===== src/rtl/midi_pkg.sv =====
// Shared MIDI definitions: message types, parser states, real-time codes.
package midi_pkg;

   typedef enum logic [2:0] {
      MSG_OFF     = 3'b000,
      MSG_ON      = 3'b001,
      MSG_POLY_AT = 3'b010,
      MSG_CC      = 3'b011,
      MSG_PROG    = 3'b100,
      MSG_CHAN_AT = 3'b101,
      MSG_BEND    = 3'b110
   } msg_type_e;

   typedef enum logic [1:0] {
      ST_IDLE    = 2'd0,
      ST_WAIT_D1 = 2'd1,
      ST_WAIT_D2 = 2'd2,
      ST_SYSEX   = 2'd3
   } state_e;

   localparam logic [7:0] RT_CLOCK    = 8'hF8;
   localparam logic [7:0] RT_START    = 8'hFA;
   localparam logic [7:0] RT_STOP     = 8'hFC;
   localparam logic [7:0] RT_RESET    = 8'hFF;
   localparam logic [7:0] SYSEX_START = 8'hF0;
   localparam logic [7:0] SYSEX_END   = 8'hF7;

   function automatic logic [1:0] msg_len(input logic [2:0] t);
      if (t == MSG_PROG || t == MSG_CHAN_AT)
         return 2'd1;
      return 2'd2;
   endfunction

endpackage


===== src/rtl/midi_byte_class.sv =====
// Combinational MIDI byte classifier.
module midi_byte_class
   import midi_pkg::*;
(
   input  logic [7:0] data,
   output logic       is_data,
   output logic       is_chan_status,
   output logic       is_common,
   output logic       is_rt,
   output logic [1:0] data_len
);

   always_comb begin
      is_data        = ~data[7];
      is_chan_status = data[7] & (data[6:4] != 3'b111);
      is_common      = (data[7:3] == 5'b11110);
      is_rt          = (data[7:3] == 5'b11111);
      data_len       = is_chan_status ? msg_len(data[6:4]) : 2'd0;
   end

endmodule


===== src/rtl/midi_msg_parser.sv =====
// MIDI channel-message parser with running status, channel mask,
// real-time pass-through and SysEx skipping.
module midi_msg_parser
   import midi_pkg::*;
#(
   parameter logic [15:0] CHAN_MASK      = 16'hFFFF,
   parameter bit          RUNNING_STATUS = 1'b1,
   parameter bit          VEL0_OFF       = 1'b1,
   parameter int          CNT_W          = 8
)(
   input  logic             clk,
   input  logic             rst,
   input  logic             valid_byte,
   input  logic [7:0]       data,
   output logic             ev_valid,
   output logic [2:0]       ev_type,
   output logic [3:0]       ev_channel,
   output logic [6:0]       ev_data1,
   output logic [6:0]       ev_data2,
   output logic [13:0]      ev_bend,
   output logic             rt_valid,
   output logic [2:0]       rt_code,
   output logic             rst_cmd,
   output logic [CNT_W-1:0] drop_cnt
);

   logic       is_data;
   logic       is_chan_status;
   logic       is_common;
   logic       is_rt;
   logic [1:0] data_len;

   midi_byte_class u_class (
      .data           (data),
      .is_data        (is_data),
      .is_chan_status (is_chan_status),
      .is_common      (is_common),
      .is_rt          (is_rt),
      .data_len       (data_len)
   );

   state_e           state_q, state_d;
   logic [7:0]       run_status_q, run_status_d;
   logic [1:0]       run_len_q, run_len_d;
   logic             run_ok_q, run_ok_d;
   logic [6:0]       d1_q, d1_d;
   logic             ev_valid_q, ev_valid_d;
   logic [2:0]       ev_type_q, ev_type_d;
   logic [3:0]       ev_channel_q, ev_channel_d;
   logic [6:0]       ev_data1_q, ev_data1_d;
   logic [6:0]       ev_data2_q, ev_data2_d;
   logic [13:0]      ev_bend_q, ev_bend_d;
   logic             rt_valid_q, rt_valid_d;
   logic [2:0]       rt_code_q, rt_code_d;
   logic             rst_cmd_q, rst_cmd_d;
   logic [CNT_W-1:0] drop_cnt_q, drop_cnt_d;

   logic             take_d1;
   logic             done;
   logic             as_idle;
   logic [1:0]       inc;
   logic [6:0]       cd1;
   logic [6:0]       cd2;
   logic [2:0]       mtype;
   logic [CNT_W:0]   sum;

   always_comb begin
      state_d      = state_q;
      run_status_d = run_status_q;
      run_len_d    = run_len_q;
      run_ok_d     = run_ok_q;
      d1_d         = d1_q;
      ev_valid_d   = 1'b0;
      ev_type_d    = ev_type_q;
      ev_channel_d = ev_channel_q;
      ev_data1_d   = ev_data1_q;
      ev_data2_d   = ev_data2_q;
      ev_bend_d    = ev_bend_q;
      rt_valid_d   = 1'b0;
      rt_code_d    = rt_code_q;
      rst_cmd_d    = 1'b0;
      take_d1      = 1'b0;
      done         = 1'b0;
      as_idle      = 1'b0;
      inc          = 2'd0;
      cd1          = d1_q;
      cd2          = 7'd0;
      mtype        = run_status_q[6:4];
      sum          = '0;

      if (valid_byte) begin
         if (is_rt) begin
            if (data == RT_RESET) begin
               rst_cmd_d = 1'b1;
            end else begin
               rt_valid_d = 1'b1;
               rt_code_d  = data[2:0];
            end
         end else if (is_data) begin
            unique case (state_q)
               ST_IDLE: begin
                  if (run_ok_q && RUNNING_STATUS)
                     take_d1 = 1'b1;
                  else
                     inc = inc + 2'd1;
               end
               ST_WAIT_D1: take_d1 = 1'b1;
               ST_WAIT_D2: begin
                  done = 1'b1;
                  cd2  = data[6:0];
               end
               default: ;
            endcase
         end else begin
            as_idle = 1'b1;
            // a status byte mid-message abandons the partial message
            if (state_q == ST_WAIT_D1 || state_q == ST_WAIT_D2)
               inc = inc + 2'd1;
            if (state_q == ST_SYSEX && data == SYSEX_END) begin
               state_d = ST_IDLE;
               as_idle = 1'b0;
            end
            if (as_idle) begin
               if (is_chan_status) begin
                  run_status_d = data;
                  run_len_d    = data_len;
                  run_ok_d     = 1'b1;
                  state_d      = ST_WAIT_D1;
               end else if (is_common && data == SYSEX_START) begin
                  run_ok_d = 1'b0;
                  state_d  = ST_SYSEX;
               end else begin
                  run_ok_d = 1'b0;
                  state_d  = ST_IDLE;
                  inc      = inc + 2'd1;
               end
            end
         end
      end

      if (take_d1) begin
         if (run_len_q == 2'd1) begin
            done = 1'b1;
            cd1  = data[6:0];
         end else begin
            d1_d    = data[6:0];
            state_d = ST_WAIT_D2;
         end
      end

      if (done) begin
         state_d = ST_IDLE;
         if (CHAN_MASK[run_status_q[3:0]]) begin
            ev_valid_d   = 1'b1;
            ev_channel_d = run_status_q[3:0];
            ev_data1_d   = cd1;
            ev_data2_d   = cd2;
            if (VEL0_OFF && mtype == MSG_ON && cd2 == 7'd0)
               ev_type_d = MSG_OFF;
            else
               ev_type_d = mtype;
            if (mtype == MSG_BEND)
               ev_bend_d = {cd2, cd1};
         end else begin
            inc = inc + 2'd1;
         end
      end

      sum        = {1'b0, drop_cnt_q} + (CNT_W+1)'(inc);
      drop_cnt_d = sum[CNT_W] ? '1 : sum[CNT_W-1:0];
   end

   always_ff @(posedge clk or posedge rst) begin
      if (rst) begin
         state_q      <= ST_IDLE;
         run_status_q <= 8'd0;
         run_len_q    <= 2'd2;
         run_ok_q     <= 1'b0;
         d1_q         <= 7'd0;
         ev_valid_q   <= 1'b0;
         ev_type_q    <= 3'd0;
         ev_channel_q <= 4'd0;
         ev_data1_q   <= 7'd0;
         ev_data2_q   <= 7'd0;
         ev_bend_q    <= 14'd0;
         rt_valid_q   <= 1'b0;
         rt_code_q    <= 3'd0;
         rst_cmd_q    <= 1'b0;
         drop_cnt_q   <= '0;
      end else begin
         state_q      <= state_d;
         run_status_q <= run_status_d;
         run_len_q    <= run_len_d;
         run_ok_q     <= run_ok_d;
         d1_q         <= d1_d;
         ev_valid_q   <= ev_valid_d;
         ev_type_q    <= ev_type_d;
         ev_channel_q <= ev_channel_d;
         ev_data1_q   <= ev_data1_d;
         ev_data2_q   <= ev_data2_d;
         ev_bend_q    <= ev_bend_d;
         rt_valid_q   <= rt_valid_d;
         rt_code_q    <= rt_code_d;
         rst_cmd_q    <= rst_cmd_d;
         drop_cnt_q   <= drop_cnt_d;
      end
   end

   assign ev_valid   = ev_valid_q;
   assign ev_type    = ev_type_q;
   assign ev_channel = ev_channel_q;
   assign ev_data1   = ev_data1_q;
   assign ev_data2   = ev_data2_q;
   assign ev_bend    = ev_bend_q;
   assign rt_valid   = rt_valid_q;
   assign rt_code    = rt_code_q;
   assign rst_cmd    = rst_cmd_q;
   assign drop_cnt   = drop_cnt_q;

endmodule

===== config.mk =====
export PLATFORM = sky130hd
export DESIGN_NAME = midi_msg_parser
export DESIGN_NICKNAME = d
export VERILOG_FILES = /design/src/rtl/midi_pkg.sv /design/src/rtl/midi_byte_class.sv /design/src/rtl/midi_msg_parser.sv
export SDC_FILE = /design/constraint.sdc
export NUM_CORES = 1
export LEC_CHECK = 0
export CELL_PAD_IN_SITES_DETAIL_PLACEMENT = 2
export CELL_PAD_IN_SITES_GLOBAL_PLACEMENT = 2
export CORE_ASPECT_RATIO = 1.75
export CORE_UTILIZATION = 33
export CTS_CLUSTER_DIAMETER = 40
export DETAILED_ROUTE_END_ITERATION = 6
export GPL_TIMING_DRIVEN = 0
export PLACE_DENSITY_LB_ADDON = 0.25
export SETUP_SLACK_MARGIN = 0.02
export SLEW_MARGIN = 10
export SYNTH_ARGS = -nofsm -noshare
export SYNTH_HDL_FRONTEND = slang
export SYNTH_HIERARCHICAL = 1
export SYNTH_SLANG_ARGS = --single-unit

===== constraint.sdc =====
create_clock -name clk -period 3.4 [get_ports clk]
set_input_delay 0.68 -clock clk [delete_from_list [all_inputs] [get_ports clk]]
set_output_delay 0.68 -clock clk [all_outputs]
set_load 0.05 [all_outputs]

# --- Word level (Yosys, flattened, before mapping) ---
# Memory sizes are Yosys's and may differ from the RTL's.
# Cells that the tools add are included.
word_totals:
  output_inout_bits: 49
  wordCells: 111
  romBits: 16
  in_bits: 11
  n_memories: 1
  regBits: 68
op_classes:
  eq_ne: 14
  reduce_logical: 13
  magnitude_cmp: 1
  n_mux: 60
  n_addsub: 3
  bitwise: 4
memory_table:
  columns: ["name", "depth", "word_bits", "read_ports", "rd_clocked_by_memory_dff", "wr", "line_no", "text"]
  rows:
  - ["(name not given)", 16, 1, 1, 0, 0, "midi_msg_parser.sv:153", "if (CHAN_MASK[run_status_q[3:0]]) begin"]
op_table:
  columns: ["op", "count"]
  rows:
  - ["$mux 2", 23]
  - ["$mux 7", 6]
  - ["$mux 1", 28]
  - ["$eq 8x8->1 const B", 3]
  - ["$eq 5x5->1 const B", 2]
  - ["$add 8x2->9", 1]
  - ["$eq 3x3->1 const B", 3]
  - ["$mux 8", 1]
  - ["$logic_not 7->1", 1]
  - ["$reduce_and 3->1", 2]
  - ["$lt 4x5->1 const B", 1]
  - ["$reduce_and 5->1", 1]
  - ["$add 2x1->2 const B", 2]
  - ["$eq 2x1->1 const B", 2]
  - ["$eq 2x2->1 const B", 2]
  - ["$reduce_and 2->1", 2]
  - ["$reduce_and 4->1", 1]
  - ["$eq 3x1->1 const B", 1]
  - ["$logic_and 1x1->1", 3]
  - ["$mux 3", 1]
  - ["$ne 3x3->1 const B", 1]
  - ["$not 1->1", 3]
  - ["$logic_not 2->1", 1]
  - ["$logic_or 1x1->1", 2]
  - ["other kinds (2)", 2]

# --- Depth between registers and ports, before layout ---
logic_depth:
  ltp_word: 18
  ltp_mapped: 13
  depth_no_buf: 13

# --- By module ---
# The synthesis kept the hierarchy.
modules_own_cells:
  columns: ["module", "seq_area_each_um2", "area_per_inst_um2", "n_inst", "cells_each"]
  rows:
  - ["midi_msg_parser", 1702.9, 3006.6, 1, 254]
  - ["midi_byte_class", 0.0, 46.3, 1, 10]

# --- Worst setup path before layout ---
# Ideal clock, no wire load.
synth_path:
  path_kind: "input to register"
  startpoint: "input port data[0]"
  endpoint: "register drop_cnt_q[4] (netlist: drop_cnt[4])"
  path_buffers: 0
  path_stages: 11
  arrival_time_ns: 2.983
  required_ns: 3.317
  setup_time_ns: 0.083
  slack_ns: 0.334
  path_cell_list: "nor4_2 or3b_4 ha_1 mux2i_1 a21oi_1 ha_1 inv_1 fa_1 nor2_1 nand4_1 o21ai_0"
synth_between:
  elab_chain_len: 15
  elab_cells_between_ends: 19
  classes_between: "2 x add/sub; 2 x eq/ne; 13 x mux; 2 x reduce/logical"
synth_rtl:
  columns: ["element", "line_no", "text"]
  rows:
  - ["from (decl)", "midi_msg_parser.sv:14", "input logic [7:0] data,"]
  - ["$eq 8x8->1", "midi_msg_parser.sv:119", "if (state_q == ST_SYSEX && data == SYSEX_END) begin"]
  - ["$logic_and 1x1->1", "midi_msg_parser.sv:119", null]
  - ["$mux 1", "midi_msg_parser.sv:119", null]
  - ["$mux 1", "midi_msg_parser.sv:99", "end else if (is_data) begin"]
  - ["$mux 1", "midi_msg_parser.sv:92", "if (is_rt) begin"]
  - ["$mux 1", "midi_msg_parser.sv:91", "if (valid_byte) begin"]
  - ["$mux 2 (*)", "midi_msg_parser.sv:123", "if (as_idle) begin"]
  - ["$mux 2 (*)", "midi_msg_parser.sv:99", null]
  - ["$mux 2 (*)", "midi_msg_parser.sv:92", null]
  - ["$mux 2 (*)", "midi_msg_parser.sv:91", null]
  - ["$add 2x1->2", "midi_msg_parser.sv:165", "inc = inc + 2'd1;"]
  - ["$mux 2", "midi_msg_parser.sv:153", null]
  - ["$mux 2 (*)", "midi_msg_parser.sv:151", "if (done) begin"]
  - ["$add 8x2->9 (*)", "midi_msg_parser.sv:169", "sum = {1'b0, drop_cnt_q} + (CNT_W+1)'(inc);"]
  - ["$mux 8 (*)", "midi_msg_parser.sv:170", "drop_cnt_d = sum[CNT_W] ? '1 : sum[CNT_W-1:0];"]
  - ["net drop_cnt_d[4]", "midi_msg_parser.sv:56", "logic [CNT_W-1:0] drop_cnt_q, drop_cnt_d;"]
  - ["to (signal assigned)", "midi_msg_parser.sv:205", "drop_cnt_q <= drop_cnt_d;"]
  - ["to (decl)", "midi_msg_parser.sv:56", null]
# The timed path passes the listed nets; every way through them passes the cells marked *. The select of a mux whose other input is x is not followed.
# A chain may end at the register's enable or synchronous reset.

# --- Final worst setup path ---
layout_path:
  startpoint: "input port data[7]"
  endpoint: "register drop_cnt_q[4] (netlist: drop_cnt[4])"
layout_between:
  elab_cells_between_ends: 30
  classes_between: "2 x add/sub; 4 x eq/ne; 21 x mux; 1 x bitwise; 2 x reduce/logical"
layout_lines:
  columns: ["element", "line_no", "text"]
  rows:
  - ["$eq 5x5->1 (*)", "midi_byte_class.sv:16", "is_common = (data[7:3] == 5'b11110);"]
  - ["net is_common", "midi_msg_parser.sv:29", "logic is_common;"]
  - ["$logic_and 1x1->1 (*)", "midi_msg_parser.sv:129", "end else if (is_common && data == SYSEX_START) begin"]
  - ["$mux 2 (*)", "midi_msg_parser.sv:129", null]
  - ["$mux 2 (*)", "midi_msg_parser.sv:124", "if (is_chan_status) begin"]
  - ["$mux 2 (*)", "midi_msg_parser.sv:123", null]
  - ["$mux 2 (*)", "midi_msg_parser.sv:99", null]
  - ["$mux 2 (*)", "midi_msg_parser.sv:92", null]
  - ["$mux 2 (*)", "midi_msg_parser.sv:91", null]
  - ["$add 2x1->2", "midi_msg_parser.sv:165", null]
  - ["$mux 2", "midi_msg_parser.sv:153", null]
  - ["$mux 2 (*)", "midi_msg_parser.sv:151", null]
  - ["$add 8x2->9 (*)", "midi_msg_parser.sv:169", null]
  - ["$mux 8 (*)", "midi_msg_parser.sv:170", null]
  - ["net drop_cnt_d[4]", "midi_msg_parser.sv:56", null]
# Marked as above.

==> results.cfg <==
[grt]
antenna_found_initial = 0
grt_use_total_pct = 19.6
grt_pass1_vias = 2581
grt_max_degree = 55
gr-total-overflow = 0
grt_pass1_wl_um = 13800

[cts]
htree_levels = 3
cts_tree = done
cts_buffers = 9
clk_latency_ns = 0.33
cts-root-buf = clkbuf_16
numClockSinks = 68
clkSlewWorstSetupHoldPaths_ns = 0.05
clk_path_buf_depth = 2

[worst_setup_path]
cp_data_arrival_time_ns = 3.42
worst_setup_path_end_kind = register
path_max_fanout = 5
worstPathRequired_ns = 3.64
worstSetupPathType = in -> reg
cp-start-kind = input port
rr_worst_depth = 12

[drt]
drt_iter0_markers = 44
wl_per_cell_um = 18.0
wl_um = 8370
route.detailed.drc = 0
ant_nets = 0
via_per_inst = 4.86
vias = 2256
dr.pass1.iters = 3

[timing]
finalSetupViolCount = 0
period_needed_ns = 3.18
drv_slew = 0
relSlewSlack_pct = 60.2
fmaxAchievable_ghz = 0.315
skew_ns = 0.00800
finalHoldViolCount = 0
tightest_slew_ns = 0.593
rsz0062_at_grt = no
finalCritPeriodShare_pct = 93.4

[power_and_ir_drop]
ir_drop_v = 0.000423
p_per_area_nw_per_um2 = 909
p_total_mw = 3.76
p_leak_nw = 1.89

[yosys]
yosysTopAreaCell = dfrtp_1
synth_edf_count = 0
yosysWarnings = 6
synthArstFlopShare_pct = 100
synth_area_leaders = dfrtp_1 55%, mux2_2 9.6%, mux2i_1 4.9%, nand2_1 4.8%, ha_1 2.9%
syn_inst = 264
synth_ff_type = dfrtp_1
yosysSeqAreaShare_pct = 55.8
yosys_register_bits = 68
synth_fp_nets = 283
synth_cell_types = 45
synth.avg_cell_area_um2 = 11.6
synth_top_area_share_pct = 54.9
synthesis.area_um2 = 3050

[cells_and_area]
final_nets = 358
syn_to_final_growth_pct = 35.4
diodes = 0
final_util_pct = 45.7
drive_gt1_share_pct = 20.3

[hold_path]
min_path_cells = 2
min-delay-path-class = reg -> reg

[placement]
place.gp.congestion = 0.796
dpl.hpwl_um = 5890
port-buffer-count = 59

[die]
pin_count = 60
die-width_um = 74.7
fp.dieH_um = 129
fp-row-count = 46
core_um2 = 9040
start_util_pct = 33.8
dieArea_um2 = 9660

[run]
drv_cap = 0

[outcome]
status = finished clean
[worst max-delay path: stages]
cell,delay [ns]
dlygate4sd2_1,0.27
nand4_1,0.13
nor2_1,0.13
inv_1,0.06
or3b_4,0.41
ha_1,0.29
mux2i_1,0.06
a21oi_1,0.17
ha_2,0.20
inv_1,0.06
fa_2,0.45
nor2_4,0.12
nand4_1,0.12
buf_4,0.19
o21ai_0,0.08
[power breakdown]
| part | leakage [nW] | switching [mW] | internal, mW | total, mW |
|---|---|---|---|---|
| Sequential | 0.838 | 0.173 | 1.08 | 1.25 |
| Combinational | 0.906 | 1.04 | 0.551 | 1.59 |
| Clock | 0.147 | 0.333 | 0.586 | 0.920 |
| Total | 1.89 | 1.55 | 2.21 | 3.76 |
[cells in the mapped netlist, types with 2 or more instances]
library cell  number
nand3_1            3
inv_1             19
nor2b_1            3
mux2_2            26
nand2b_1           3
dfrtp_1           67
o21ai_0           11
nor2_1             9
nand3b_1           2
a31oi_1            3
xnor2_1            2
a21o_1             7
and2_1             7
buf_2              3
ha_1               7
nand2_1           39
buf_4              2
mux2i_1           15
nand4_1            3
a21oi_1            8
[flip-flops by register name (all words and copies together), names as in the netlist]
| name | count |
|---|---|
| d1_q | 7 |
| drop_cnt | 8 |
| ev_bend | 14 |
| ev_channel | 4 |
| ev_data1 | 7 |
| ev_data2 | 7 |
| ev_type | 3 |
| ev_valid | 1 |
| rst_cmd | 1 |
| rt_code | 3 |
| rt_valid | 1 |
| run_len_q | 2 |
| run_ok_q | 1 |
| run_status_q | 7 |
| state_q | 2 |
[cells by family (layout without fill, tap and decap cells)]
group / Yosys count / count (layout) / synth area share (%)
and+or+nand+nor: 81 / 81 / 13.8
DFF: 68 / 68 / 55.8
muxes: 41 / 41 / 14.5
AOI/OAI and AO/OA: 37 / 37 / 7.99
buffers and inverters: 26 / 106 / 3.57
adders and majority gates: 8 / 8 / 3.52
xor gates and xnor gates: 3 / 3 / 0.861
[placed cells by master (no fill, tap or decap), drive strengths merged, types with 3 or more instances in the layout]
cell type      instances
a31oi                  3
nor3                   3
clkdlybuf4s50         51
o21ai                 11
buf                   10
inv                   19
a21o                   7
nand2b                 3
dfrtp                 67
mux2i                 15
nand3                  3
mux2                  26
nand2                 39
clkbuf                20
nor2b                  3
a21oi                  8
and2                   9
ha                     7
nand4                  3
clkinv                 4
nor2                   9
[worst paths after layout]
path / startpoint / slack (ns) / endpoint
max reg2reg: state_q[0] / 0.79 / drop_cnt[4]
min: run_status_q[1] / 0.46 / ev_channel[1]
min reg2reg: run_status_q[1] / 0.46 / ev_channel[1]
min in group asynchronous: rst / 0.63 / ev_bend[3]
max: data[7] / 0.22 / drop_cnt[4]
max in group asynchronous: rst / 2.18 / run_len_q[1]
[routing by layer]
layer | GRT usage [%] | vias up | wire, um
li1 | - | 1045 | -
met1 | 21.3 | 1161 | 3210
met2 | 35.6 | 44 | 4710
met3 | 5.13 | 6 | 332
met4 | 7.21 | 0 | 119
met5 | 0 | - | 0
[layout make-up]
cell class,count,area (um^2)
plain buffers,6,33.8
clock buffers,12,246
clock inverters,4,48.8
fillers,975,4900
inverters,20,77.6
multi-input cells,170,1260
flip-flops and latches,68,1700
well taps,120,150
repair buffers,64,612
[what timing repair did]
action / 4_1_cts / 5_1_grt
hold buffers: 0 / 0
endpoints found under the setup margin: 8 / 7
buffers inserted: 4 / 0
gates resized for setup: 14 / 13
pin swaps: 4 / 0
[per-stage QoR]
stage                     cells  hold slack (ns)  setup WS, ns  cell area [um^2]  TNS, ns
after global routing        464            0.493        0.0571              4130        0
final                       464            0.462         0.224              4130        0
after floorplan             264            0.433         0.334              3050        0
after CTS                   464            0.470        0.0225              4150        0
after detailed placement    444            0.455        -0.997              3820    -6.90
after global placement      443            0.449        -0.868              3790   -20.61
Note: power is estimated with default switching activity, not from simulation.
